===== src/rtl/lcd_text_controller.sv =====
// lcd_text_controller: drives a 16x2 HD44780-compatible character LCD in 8-bit
// mode. It runs the power-up and init command sequence, then writes both text
// lines whenever the snapshot taken in idle differs from the last frame shown,
// or a refresh has been forced.
module lcd_text_controller #(
  parameter int unsigned POWERUP_CYCLES    = 2_000_000,
  parameter int unsigned E_PULSE_CYCLES    = 25,
  parameter int unsigned CMD_WAIT_CYCLES   = 2_500,
  parameter int unsigned CLEAR_WAIT_CYCLES = 100_000
) (
  input  logic         clk,
  input  logic         rst,            // asynchronous, active-low
  input  logic [127:0] line1,          // [127:120] = column 0
  input  logic [127:0] line2,
  input  logic         force_refresh,
  output logic         lcd_e,
  output logic         lcd_rs,
  output logic         lcd_rw,
  output logic [7:0]   lcd_data,
  output logic         init_done,
  output logic         busy,
  output logic         frame_done
);

  // One counter serves the power-up wait, the E pulse and the post-write wait,
  // so it is sized for the longest of them.
  localparam int unsigned MAX_A   = (POWERUP_CYCLES > CLEAR_WAIT_CYCLES) ?
                                    POWERUP_CYCLES : CLEAR_WAIT_CYCLES;
  localparam int unsigned MAX_B   = (CMD_WAIT_CYCLES > E_PULSE_CYCLES) ?
                                    CMD_WAIT_CYCLES : E_PULSE_CYCLES;
  localparam int unsigned MAX_CNT = (MAX_A > MAX_B) ? MAX_A : MAX_B;
  localparam int unsigned CNT_W   = $clog2(MAX_CNT + 1);

  typedef logic [CNT_W-1:0] cnt_t;

  localparam cnt_t PWR_LAST   = cnt_t'(POWERUP_CYCLES - 1);
  localparam cnt_t EHIGH_LAST = cnt_t'(E_PULSE_CYCLES - 1);
  localparam cnt_t CMD_LAST   = cnt_t'(CMD_WAIT_CYCLES - 1);
  localparam cnt_t CLEAR_LAST = cnt_t'(CLEAR_WAIT_CYCLES - 1);

  localparam logic [7:0] CMD_FUNC_SET = 8'h38;
  localparam logic [7:0] CMD_DISP_ON  = 8'h0C;
  localparam logic [7:0] CMD_ENTRY    = 8'h06;
  localparam logic [7:0] CMD_CLEAR    = 8'h01;
  localparam logic [7:0] CMD_ADDR_L1  = 8'h80;
  localparam logic [7:0] CMD_ADDR_L2  = 8'hC0;
  localparam logic [7:0] ASCII_SPACE  = 8'h20;

  typedef enum logic [2:0] {
    S_PWR_WAIT,
    S_INIT,
    S_IDLE,
    S_ADDR1,
    S_CHAR1,
    S_ADDR2,
    S_CHAR2
  } state_e;

  // Phases of the byte transfer shared by every command and character write.
  typedef enum logic [1:0] {
    P_SETUP,
    P_EHIGH,
    P_HOLD,
    P_WAIT
  } phase_e;

  // Text line as 16 bytes; element 15 is column 0, matching the input packing.
  typedef logic [15:0][7:0] text_t;

  state_e     state_q, state_d;
  phase_e     phase_q, phase_d;
  cnt_t       cnt_q, cnt_d;
  logic [1:0] init_idx_q, init_idx_d;
  logic [3:0] col_q, col_d;
  text_t      shadow1_q, shadow1_d;
  text_t      shadow2_q, shadow2_d;
  logic       force_pend_q, force_pend_d;

  logic       lcd_e_q, lcd_e_d;
  logic       lcd_rs_q, lcd_rs_d;
  logic [7:0] lcd_data_q, lcd_data_d;
  logic       init_done_q, init_done_d;
  logic       busy_q, busy_d;
  logic       frame_done_q, frame_done_d;

  logic       byte_done;
  logic       text_changed;
  cnt_t       wait_last;
  logic [8:0] next_xfer;

  // States in which the byte-transfer phases are running.
  function automatic logic in_xfer(input state_e st);
    return (st == S_INIT) || (st == S_ADDR1) || (st == S_CHAR1) ||
           (st == S_ADDR2) || (st == S_CHAR2);
  endfunction

  // {rs, data} of the byte a transfer state sends for a given index/column.
  function automatic logic [8:0] xfer_byte(input state_e st, input logic [1:0] idx,
                                           input logic [3:0] col, input text_t l1,
                                           input text_t l2);
    logic [8:0] b;
    b = 9'h000;
    unique case (st)
      S_INIT: begin
        unique case (idx)
          2'd0: b = {1'b0, CMD_FUNC_SET};
          2'd1: b = {1'b0, CMD_DISP_ON};
          2'd2: b = {1'b0, CMD_ENTRY};
          2'd3: b = {1'b0, CMD_CLEAR};
        endcase
      end
      S_ADDR1: b = {1'b0, CMD_ADDR_L1};
      S_CHAR1: b = {1'b1, l1[4'd15 - col]};
      S_ADDR2: b = {1'b0, CMD_ADDR_L2};
      S_CHAR2: b = {1'b1, l2[4'd15 - col]};
      default: b = 9'h000;
    endcase
    return b;
  endfunction

  assign text_changed = ({line1, line2} != {shadow1_q, shadow2_q});

  // The clear command needs the long wait; every other byte uses the short one.
  // rs/data are held through the whole transfer, so they identify the byte.
  assign wait_last = (!lcd_rs_q && (lcd_data_q == CMD_CLEAR)) ? CLEAR_LAST : CMD_LAST;

  // Next-state logic for the sequencer and the registered LCD outputs.
  always_comb begin
    // NOTE: every signal assigned in this block gets a default first, so no
    // path through the case statements can leave one unassigned and infer a latch.
    state_d      = state_q;
    phase_d      = phase_q;
    cnt_d        = cnt_q;
    init_idx_d   = init_idx_q;
    col_d        = col_q;
    shadow1_d    = shadow1_q;
    shadow2_d    = shadow2_q;
    force_pend_d = force_pend_q | force_refresh;
    init_done_d  = init_done_q;
    frame_done_d = 1'b0;
    byte_done    = 1'b0;
    lcd_rs_d     = lcd_rs_q;
    lcd_data_d   = lcd_data_q;
    next_xfer    = 9'h000;

    unique case (state_q)
      S_PWR_WAIT: begin
        if (cnt_q == PWR_LAST) begin
          state_d    = S_INIT;
          phase_d    = P_SETUP;
          cnt_d      = '0;
          init_idx_d = 2'd0;
        end else begin
          cnt_d = cnt_q + cnt_t'(1);
        end
      end

      S_IDLE: begin
        // A refresh pulse landing on the snapshot cycle is consumed by it.
        if (text_changed || force_pend_q || force_refresh) begin
          shadow1_d    = line1;
          shadow2_d    = line2;
          force_pend_d = 1'b0;
          state_d      = S_ADDR1;
          phase_d      = P_SETUP;
          cnt_d        = '0;
        end
      end

      default: begin
        unique case (phase_q)
          P_SETUP: begin
            phase_d = P_EHIGH;
            cnt_d   = '0;
          end
          P_EHIGH: begin
            if (cnt_q == EHIGH_LAST) begin
              phase_d = P_HOLD;
              cnt_d   = '0;
            end else begin
              cnt_d = cnt_q + cnt_t'(1);
            end
          end
          P_HOLD: begin
            phase_d = P_WAIT;
            cnt_d   = '0;
          end
          P_WAIT: begin
            if (cnt_q == wait_last) begin
              byte_done = 1'b1;
            end else begin
              cnt_d = cnt_q + cnt_t'(1);
            end
          end
        endcase

        if (byte_done) begin
          phase_d = P_SETUP;
          cnt_d   = '0;
          unique case (state_q)
            S_INIT: begin
              if (init_idx_q == 2'd3) begin
                state_d     = S_IDLE;
                init_done_d = 1'b1;
              end else begin
                init_idx_d = init_idx_q + 2'd1;
              end
            end
            S_ADDR1: begin
              state_d = S_CHAR1;
              col_d   = 4'd0;
            end
            S_CHAR1: begin
              col_d = col_q + 4'd1;
              if (col_q == 4'd15) state_d = S_ADDR2;
            end
            S_ADDR2: begin
              state_d = S_CHAR2;
              col_d   = 4'd0;
            end
            S_CHAR2: begin
              col_d = col_q + 4'd1;
              if (col_q == 4'd15) begin
                state_d      = S_IDLE;
                frame_done_d = 1'b1;
              end
            end
            default: state_d = state_q;
          endcase
        end
      end
    endcase

    // Outputs are computed from the next state so the registers present them
    // in the same cycle the sequencer enters the corresponding phase.
    lcd_e_d = in_xfer(state_d) && (phase_d == P_EHIGH);
    busy_d  = (state_d != S_IDLE);
    if (in_xfer(state_d) && (phase_d == P_SETUP)) begin
      next_xfer  = xfer_byte(state_d, init_idx_d, col_d, shadow1_q, shadow2_q);
      lcd_rs_d   = next_xfer[8];
      lcd_data_d = next_xfer[7:0];
    end
  end

  // State, counters, text shadow and registered outputs.
  always_ff @(posedge clk or negedge rst) begin
    if (!rst) begin
      state_q      <= S_PWR_WAIT;
      phase_q      <= P_SETUP;
      cnt_q        <= '0;
      init_idx_q   <= 2'd0;
      col_q        <= 4'd0;
      // NOTE: the shadow text is reset (not left undefined) because its
      // all-spaces value is part of the change comparison after reset.
      shadow1_q    <= {16{ASCII_SPACE}};
      shadow2_q    <= {16{ASCII_SPACE}};
      force_pend_q <= 1'b1;
      lcd_e_q      <= 1'b0;
      lcd_rs_q     <= 1'b0;
      lcd_data_q   <= 8'h00;
      init_done_q  <= 1'b0;
      busy_q       <= 1'b1;
      frame_done_q <= 1'b0;
    end else begin
      // NOTE: non-blocking assignments keep every register sampling the
      // pre-edge values, independent of statement order.
      state_q      <= state_d;
      phase_q      <= phase_d;
      cnt_q        <= cnt_d;
      init_idx_q   <= init_idx_d;
      col_q        <= col_d;
      shadow1_q    <= shadow1_d;
      shadow2_q    <= shadow2_d;
      force_pend_q <= force_pend_d;
      lcd_e_q      <= lcd_e_d;
      lcd_rs_q     <= lcd_rs_d;
      lcd_data_q   <= lcd_data_d;
      init_done_q  <= init_done_d;
      busy_q       <= busy_d;
      frame_done_q <= frame_done_d;
    end
  end

  assign lcd_e      = lcd_e_q;
  assign lcd_rs     = lcd_rs_q;
  assign lcd_rw     = 1'b0;
  assign lcd_data   = lcd_data_q;
  assign init_done  = init_done_q;
  assign busy       = busy_q;
  assign frame_done = frame_done_q;

endmodule


===== config.mk =====
export PLATFORM = sky130hd
export DESIGN_NAME = lcd_text_controller
export DESIGN_NICKNAME = d
export VERILOG_FILES = /design/src/rtl/lcd_text_controller.sv
export SDC_FILE = /design/constraint.sdc
export NUM_CORES = 1
export LEC_CHECK = 0
export ABC_AREA = 1
export BUFFER_PORTS_ARGS = -buffer_cell sky130_fd_sc_hd__buf_2
export CAP_MARGIN = 30
export CORE_MARGIN = 8
export CORE_UTILIZATION = 59
export DETAILED_ROUTE_END_ITERATION = 7
export GPL_TIMING_DRIVEN = 0
export PLACE_DENSITY = 0.82
export SLEW_MARGIN = 0
export SYNTH_ARGS = -nofsm -noshare
export SYNTH_HDL_FRONTEND = slang
export SYNTH_SLANG_ARGS = --single-unit
export TNS_END_PERCENT = 20

===== constraint.sdc =====
create_clock -name clk -period 3.05 [get_ports clk]
set_input_delay 0.915 -clock clk [delete_from_list [all_inputs] [get_ports clk]]
set_output_delay 0.915 -clock clk [all_outputs]
set_load 0.1 [all_outputs]

==> impl_metrics.yaml, run 1 <==
outcome:
  outcome: "complete, but fails checks"
  violations: "DRC"
placed_design:
  dp_cells: 3339
  pre_cts_ws_ns: -1.501
  hpwl_um: 55690
  globalplace.congestion: 1.036
  portBuffers: 271
detailed_routing:
  ant_nets: 0
  drc_errors: 8
  drt_pre_antenna_iters: 8
  route.vias.total: 20440
  viasPerCell: 5.975
  drtIter0Drc: 2676
  wl_per_cell_um: 22.34
  drt-total-wl_um: 76420
pwr:
  p_leak_nw: 11.64
  vdd_drop_max_uv: 358.8
  p_total_mw: 9.261
  p_per_area_mw_per_mm2: 393.1
worst_hold_path:
  min_path_type: "in2async"
setup_path:
  crit_required_ns: 3.46
  crit_slowest_cell: "dfrtp_1"
  crit_top_cell: "nand3_1"
  arrival_ns: 3.46
  crit_path_max_incr_delay_ns: 0.39
  path_max_fanout: 10
  end_kind: "register"
  crit_type: "reg2reg"
  r2r_start: "cnt_q[1]"
  worstSetupStartpointType: "register"
  path_cells: "ha_2 > inv_2 > nor2_2 > and2_4 > nand3_1 > a21oi_4 > nand4_1 > buf_4 > buf_4 > buf_6 > nand3_1 > nand3_1 > nand3_1 > nand3_1 > nand3_1 > nand2_1 > nor2_1 > nor2_1"
  startpoint: "cnt_q[1]"
sta:
  fmax_ghz: 0.3284
  slew_viol_final: 0
  whs_ns: 0.3227
  clock_skew_ns: 0.02748
  period_needed_ns: 3.046
  finalHoldViolations: 0
  maxSlewHeadroom_pct: 61.82
  fin_ws_ns: 0.004472
  tightest_slew_ns: 0.5727
  period_share_pct: 99.85
  setup_viol: 0
cells_and_area:
  fin_util_pct: 72.22
  drive_gt1_share_pct: 24.57
  final_cells: 3421
  n_antenna_cell: 0
  finalNetCount: 3217
  syn2layout_area_growth_pct: 20.19
cts:
  clk_latency_ns: 0.55
  cts_tree: "yes"
  clk_path_buf_depth: 3
  cts_root_buf: "clkbuf_16"
  h-tree-depth: 2
  ctsHoldBuffers: 0
  cts.sinks: 302
  cts_buffers: 36
  path_clk_slew_ns: 0.06
yosys:
  synthArstFlopShare_pct: 100.0
  synth_area_mm2: 0.01960
  synth_seq_cells: 302
  synth.most_common_cell: "nand2_1"
  synth_edf_count: 0
  yosys.area.top_type: "dfrtp_1"
  yosys.cell_types.count: 49
  synth_nets: 2889
  synthFlopType: "dfrtp_1"
  avgSynthCellArea_um2: 7.472
  synth_common_cells: "700 x nand2_1, 401 x nand3_1, 276 x inv_1"
  yosysWarnings: 0
  synth_top_area_share_pct: 34.22
  ys_seq_area_share_pct: 38.77
  synthTopCellsByArea: "dfrtp_1 34%, nand2_1 13%, nand3_1 10%"
  synth_cells: 2623
floorplanning:
  die_w_um: 198.3
  die_area_mm2: 0.03931
  die_h_um: 198.3
  coreArea_mm2: 0.03262
  start_util_pct: 60.09
  rows: 66
  pin_count: 273
global_route:
  grt_usage_pct: 37.73
  grt_max_degree: 91
  grt_pass1_wl_um: 113400
  grt_overflow: 0
  grt_antenna_before_repair: 0
  grt_pass1_vias: 20030
run:
  maxCapViolCount: 0
-- final timing paths --
kind | cells after the start | endpoint | slack [ns]
max in group asynchronous | 3 | shadow2_q[125] | 1.53
setup / recovery | 18 | lcd_data[7] | 0.004
min in group clk | 2 | shadow2_q[37] | 0.49
hold reg to reg | 2 | shadow2_q[37] | 0.49
setup reg to reg | 18 | lcd_data[7] | 0.004
hold / removal | 1 | shadow2_q[26] | 0.32
-- timing repair --
| action | 4_1_cts | 5_1_grt |
|---|---|---|
| gates cloned | 1 | 1 |
| buffers inserted | 7 | 7 |
| setup endpoints to repair | 274 | 275 |
| resized for setup | 90 | 117 |
| pin swaps | 5 | 8 |
| hold endpoints to repair | 0 | 0 |
-- sequential cells by signal (all words and copies together), names as in the netlist --
name	flops
force_pend_q	1
shadow1_q	128
init_idx_q	2
busy	1
shadow2_q	128
lcd_data	8
lcd_e	1
phase_q	2
frame_done	1
cnt_q	21
lcd_rs	1
init_done	1
col_q	4
state_q	3
-- worst max-delay path: cells and delay by family (launching register included) --
kind                       cells  cell delay (ns)
AOI/OAI and AO/OA              1             0.25
adders and majority gates      1             0.21
and+or+nand+nor               12             1.41
buffers and inverters          4             0.63
DFF                            1             0.39
-- metrics by stage --
stage	area, um2	setup TNS [ns]
finish	23560	0
global route	23560	-0.2612
CTS	23130	0
detailed placement	21600	-281.02
global placement	21510	-1645.30
floorplan	19600	0
-- logic make-up (layout without fill, tap and decap cells) --
kind of cell | count (synthesis) | count (layout) | share of synthesized area, %
AND/OR/NAND/NOR | 1430 | 1431 | 31.10
adder cells (fa/ha/maj) | 7 | 7 | 0.4468
buffers and inverters | 406 | 761 | 8.771
multiplexers | 146 | 146 | 8.388
AO/OA/AOI/OAI | 139 | 139 | 3.920
XOR/XNOR | 192 | 192 | 8.580
flip-flops | 302 | 302 | 38.77
other | 1 | 1 | 0.01913
-- cells in the final DEF, fill, tap and decap left out, types with 19 or more instances in the layout --
cell and count:
nor2_1 221, inv_1 269, clkbuf_16 38, a21oi_1 25, dfstp_2 34, nor3_1 37, inv_2 22, buf_4 35
dfrtp_1 267, o21ai_0 94, clkbuf_4 20, buf_2 293, buf_6 19, mux2_2 146, nand4_1 19, xor2_1 83
nand3_1 385, nand2_1 699, xnor2_1 107
-- power by group --
part	total [mW]	internal, mW	switching, mW
Sequential	4.01	4.01	0.0000000000000000258
Clock	4.59	2.74	1.85
Combinational	0.663	0.265	0.398
Total	9.26	7.01	2.25
-- layout make-up --
class	count	area (um2)
inverter	294	1111
fill	2625	9061
sequential	302	7601
tap	442	553.0
timing repair buffer	289	1579
clock buffer	55	1094
clock inverter	11	143.9
multi-input combinational	1916	10540
buffer	112	938.4
-- per-layer routing --
metal / wire length [um] / vias to the layer above / GRT usage [%]
met4: 5635 / 0 / 22.15
met1: 27930 / 9578 / 46.81
li1: - / 9021 / -
met2: 33470 / 1419 / 58.31
met5: 0 / - / 0.5102
met3: 9378 / 423 / 10.53
Power figures use the tool's default switching activity.
==> inputs of run 2 (changes only) <==
Settings changed: GPL_TIMING_DRIVEN 0 to 1, SKIP_LAST_GASP set to 1.
Clock period 3.05 ns to 3.1 ns, I/O delays scaled along.
==> impl_metrics.yaml, run 2 (synthesis results as in run 1) <==
outcome:
  outcome: "finished, final reports clean"
global_route:
  grt_antenna_before_repair: 2
  grt_usage_pct: 30.52
  grt_overflow: 0
  grt_pass1_vias: 19010
  grt_pass1_wl_um: 96970
  grt_max_degree: 77
floorplanning:
  start_util_pct: 60.09
  rows: 66
  coreArea_mm2: 0.03262
  die_w_um: 198.3
  pin_count: 273
  die_h_um: 198.3
  die_area_mm2: 0.03931
pwr:
  p_sw_mw: 2.120
  p_total_mw: 8.938
  switching_share_pct: 23.72
  vdd_drop_max_uv: 402.3
  power_frac_comb_pct: 7.5
  p_seq_share_pct: 44.1
  p_int_mw: 6.818
  clkPwrFrac_pct: 48.3
  p_per_area_mw_per_mm2: 379.5
  p_leak_nw: 11.69
detailed_routing:
  route.vias.total: 19280
  drc_errors: 0
  drt-total-wl_um: 61960
  ant_nets: 0
  viasPerCell: 5.638
  drt_pre_antenna_iters: 6
  wl_per_cell_um: 18.12
  drtIter0Drc: 1728
setup_path:
  crit_required_ns: 3.50
  end_kind: "register"
  timing.rr.end: "lcd_data[3]"
  crit_type: "reg2reg"
  r2r_start: "cnt_q[1]"
  arrival_ns: 3.42
  timing.reg2reg.setup_slack_ns: 0.08
  worstSetupStartpointType: "register"
  path_max_fanout: 6
  r2r_cells: 20
sta:
  maxSlewHeadroom_pct: 55.67
  fin_ws_ns: 0.08468
  setup_viol: 0
  slew_viol_final: 0
  rsz0062_at_grt: "yes"
  whs_ns: 0.3908
  tightest_slew_ns: 0.6650
  period_share_pct: 97.27
  finalHoldViolations: 0
  finalSetupTns_ns: 0
  fmax_ghz: 0.3316
  period_needed_ns: 3.015
  clock_skew_ns: 0.02348
placed_design:
  dp_cells: 3341
  hpwl_um: 45800
  pre_cts_ws_ns: -0.4555
  globalplace.congestion: 0.9683
  portBuffers: 271
  place_area_mm2: 0.02214
cts:
  cts.sinks: 302
  path_clk_slew_ns: 0.06
  clk_path_buf_depth: 3
  h-tree-depth: 2
  clk_latency_ns: 0.53
  ctsHoldBuffers: 0
  cts_root_buf: "clkbuf_16"
  cts_tree: "yes"
  cts_buffers: 37
cells_and_area:
  drive_gt1_share_pct: 23.53
  fin_util_pct: 72.21
  fin_area_mm2: 0.02355
  ff_latch_area_mm2: 0.007601
  filler_cell_count: 2495
  layout_common_cells: "699 x nand2_1, 399 x nand3_1, 274 x inv_1"
  syn2layout_area_growth_pct: 20.17
  finalNetCount: 3213
  layout_top_registers: "shadow1_q (128), shadow2_q (128), cnt_q (21)"
  final_cells: 3419
  final_common_cell: "nand2_1"
  multiInputGateArea_mm2: 0.01038
run:
  maxCapViolCount: 0
worst_hold_path:
  min_path_type: "in2async"
run 2: cell count changes in the layout (fill, tap and decap cells not counted), sizes merged:
cell / before / now
nand2: 711 / 710
buf: 360 / 396
clkbuf: 96 / 62
diode: 0 / 2
clkinvlp: 0 / 2
inv: 297 / 294
bufinv: 3 / 0
clkinv: 5 / 4
run 2: how the worst max path moves through the flow:
stage          slack, ns   startpoint     endpoint
2_1_floorplan       0.12  lcd_data[5]  lcd_data[3]
3_3_place_gp       -0.39    line2[90]    cnt_q[10]
3_5_place_dp       -0.46    line2[90]     cnt_q[8]
4_1_cts             0.04     cnt_q[0]  lcd_data[3]
5_1_grt             -0.1     cnt_q[1]  lcd_data[3]
6_report            0.08     cnt_q[1]  lcd_data[3]
run 2: area by class of cell:
class / instances / share of cell area [%]
sequential: 302 / 32.27
tap: 442 / 2.348
antenna: 2 / 0.02125
inverter: 294 / 4.712
clock buffer: 61 / 5.004
clock inverter: 6 / 0.1541
timing repair buffer: 397 / 11.43
multi-input combinational: 1915 / 44.06
run 2: worst max-delay path: stages, from the launching register on:
cell     delay (ns)
dfrtp_1        0.38
ha_2           0.19
inv_1          0.07
nor2_2         0.13
and2_4         0.16
nand3_2        0.09
a21oi_4        0.19
buf_6          0.14
nand2_4        0.08
nor4_4         0.27
inv_1          0.08
nor2_1         0.10
inv_1          0.05
o21ai_1        0.13
o21a_1         0.20
inv_2          0.07
ha_1           0.19
o21ai_1        0.12
nand2_1        0.09
nor2_2         0.11
nor2_1         0.05
run 2: power groups by stage:
stage          combinational, mW  sequential (mW)  clock, mW
4_1_cts                    0.670             3.95       4.35
3_5_place_dp               0.661             4.01          0
3_3_place_gp               0.643             4.01          0
2_1_floorplan              0.237             4.02          0
5_1_grt                    0.740             3.94       4.51
6_report                   0.671             3.95       4.32
run 2: routing by layer:
metal	wire length, um	share of wire [%]	GRT usage [%]
met1	24690	40	39.21
met4	2623	4.2	12.89
met3	5422	8.8	5.416
met2	29210	47	50.28
met5	13	0.021	0
run 2: what timing repair did:
| action | in CTS | in global routing |
|---|---|---|
| setup buffers | 1 | 7 |
| gates resized for setup | 1 | 26 |
| pin swaps | 0 | 10 |
| setup endpoints to repair | 1 | 197 |
| gates cloned | 0 | 1 |
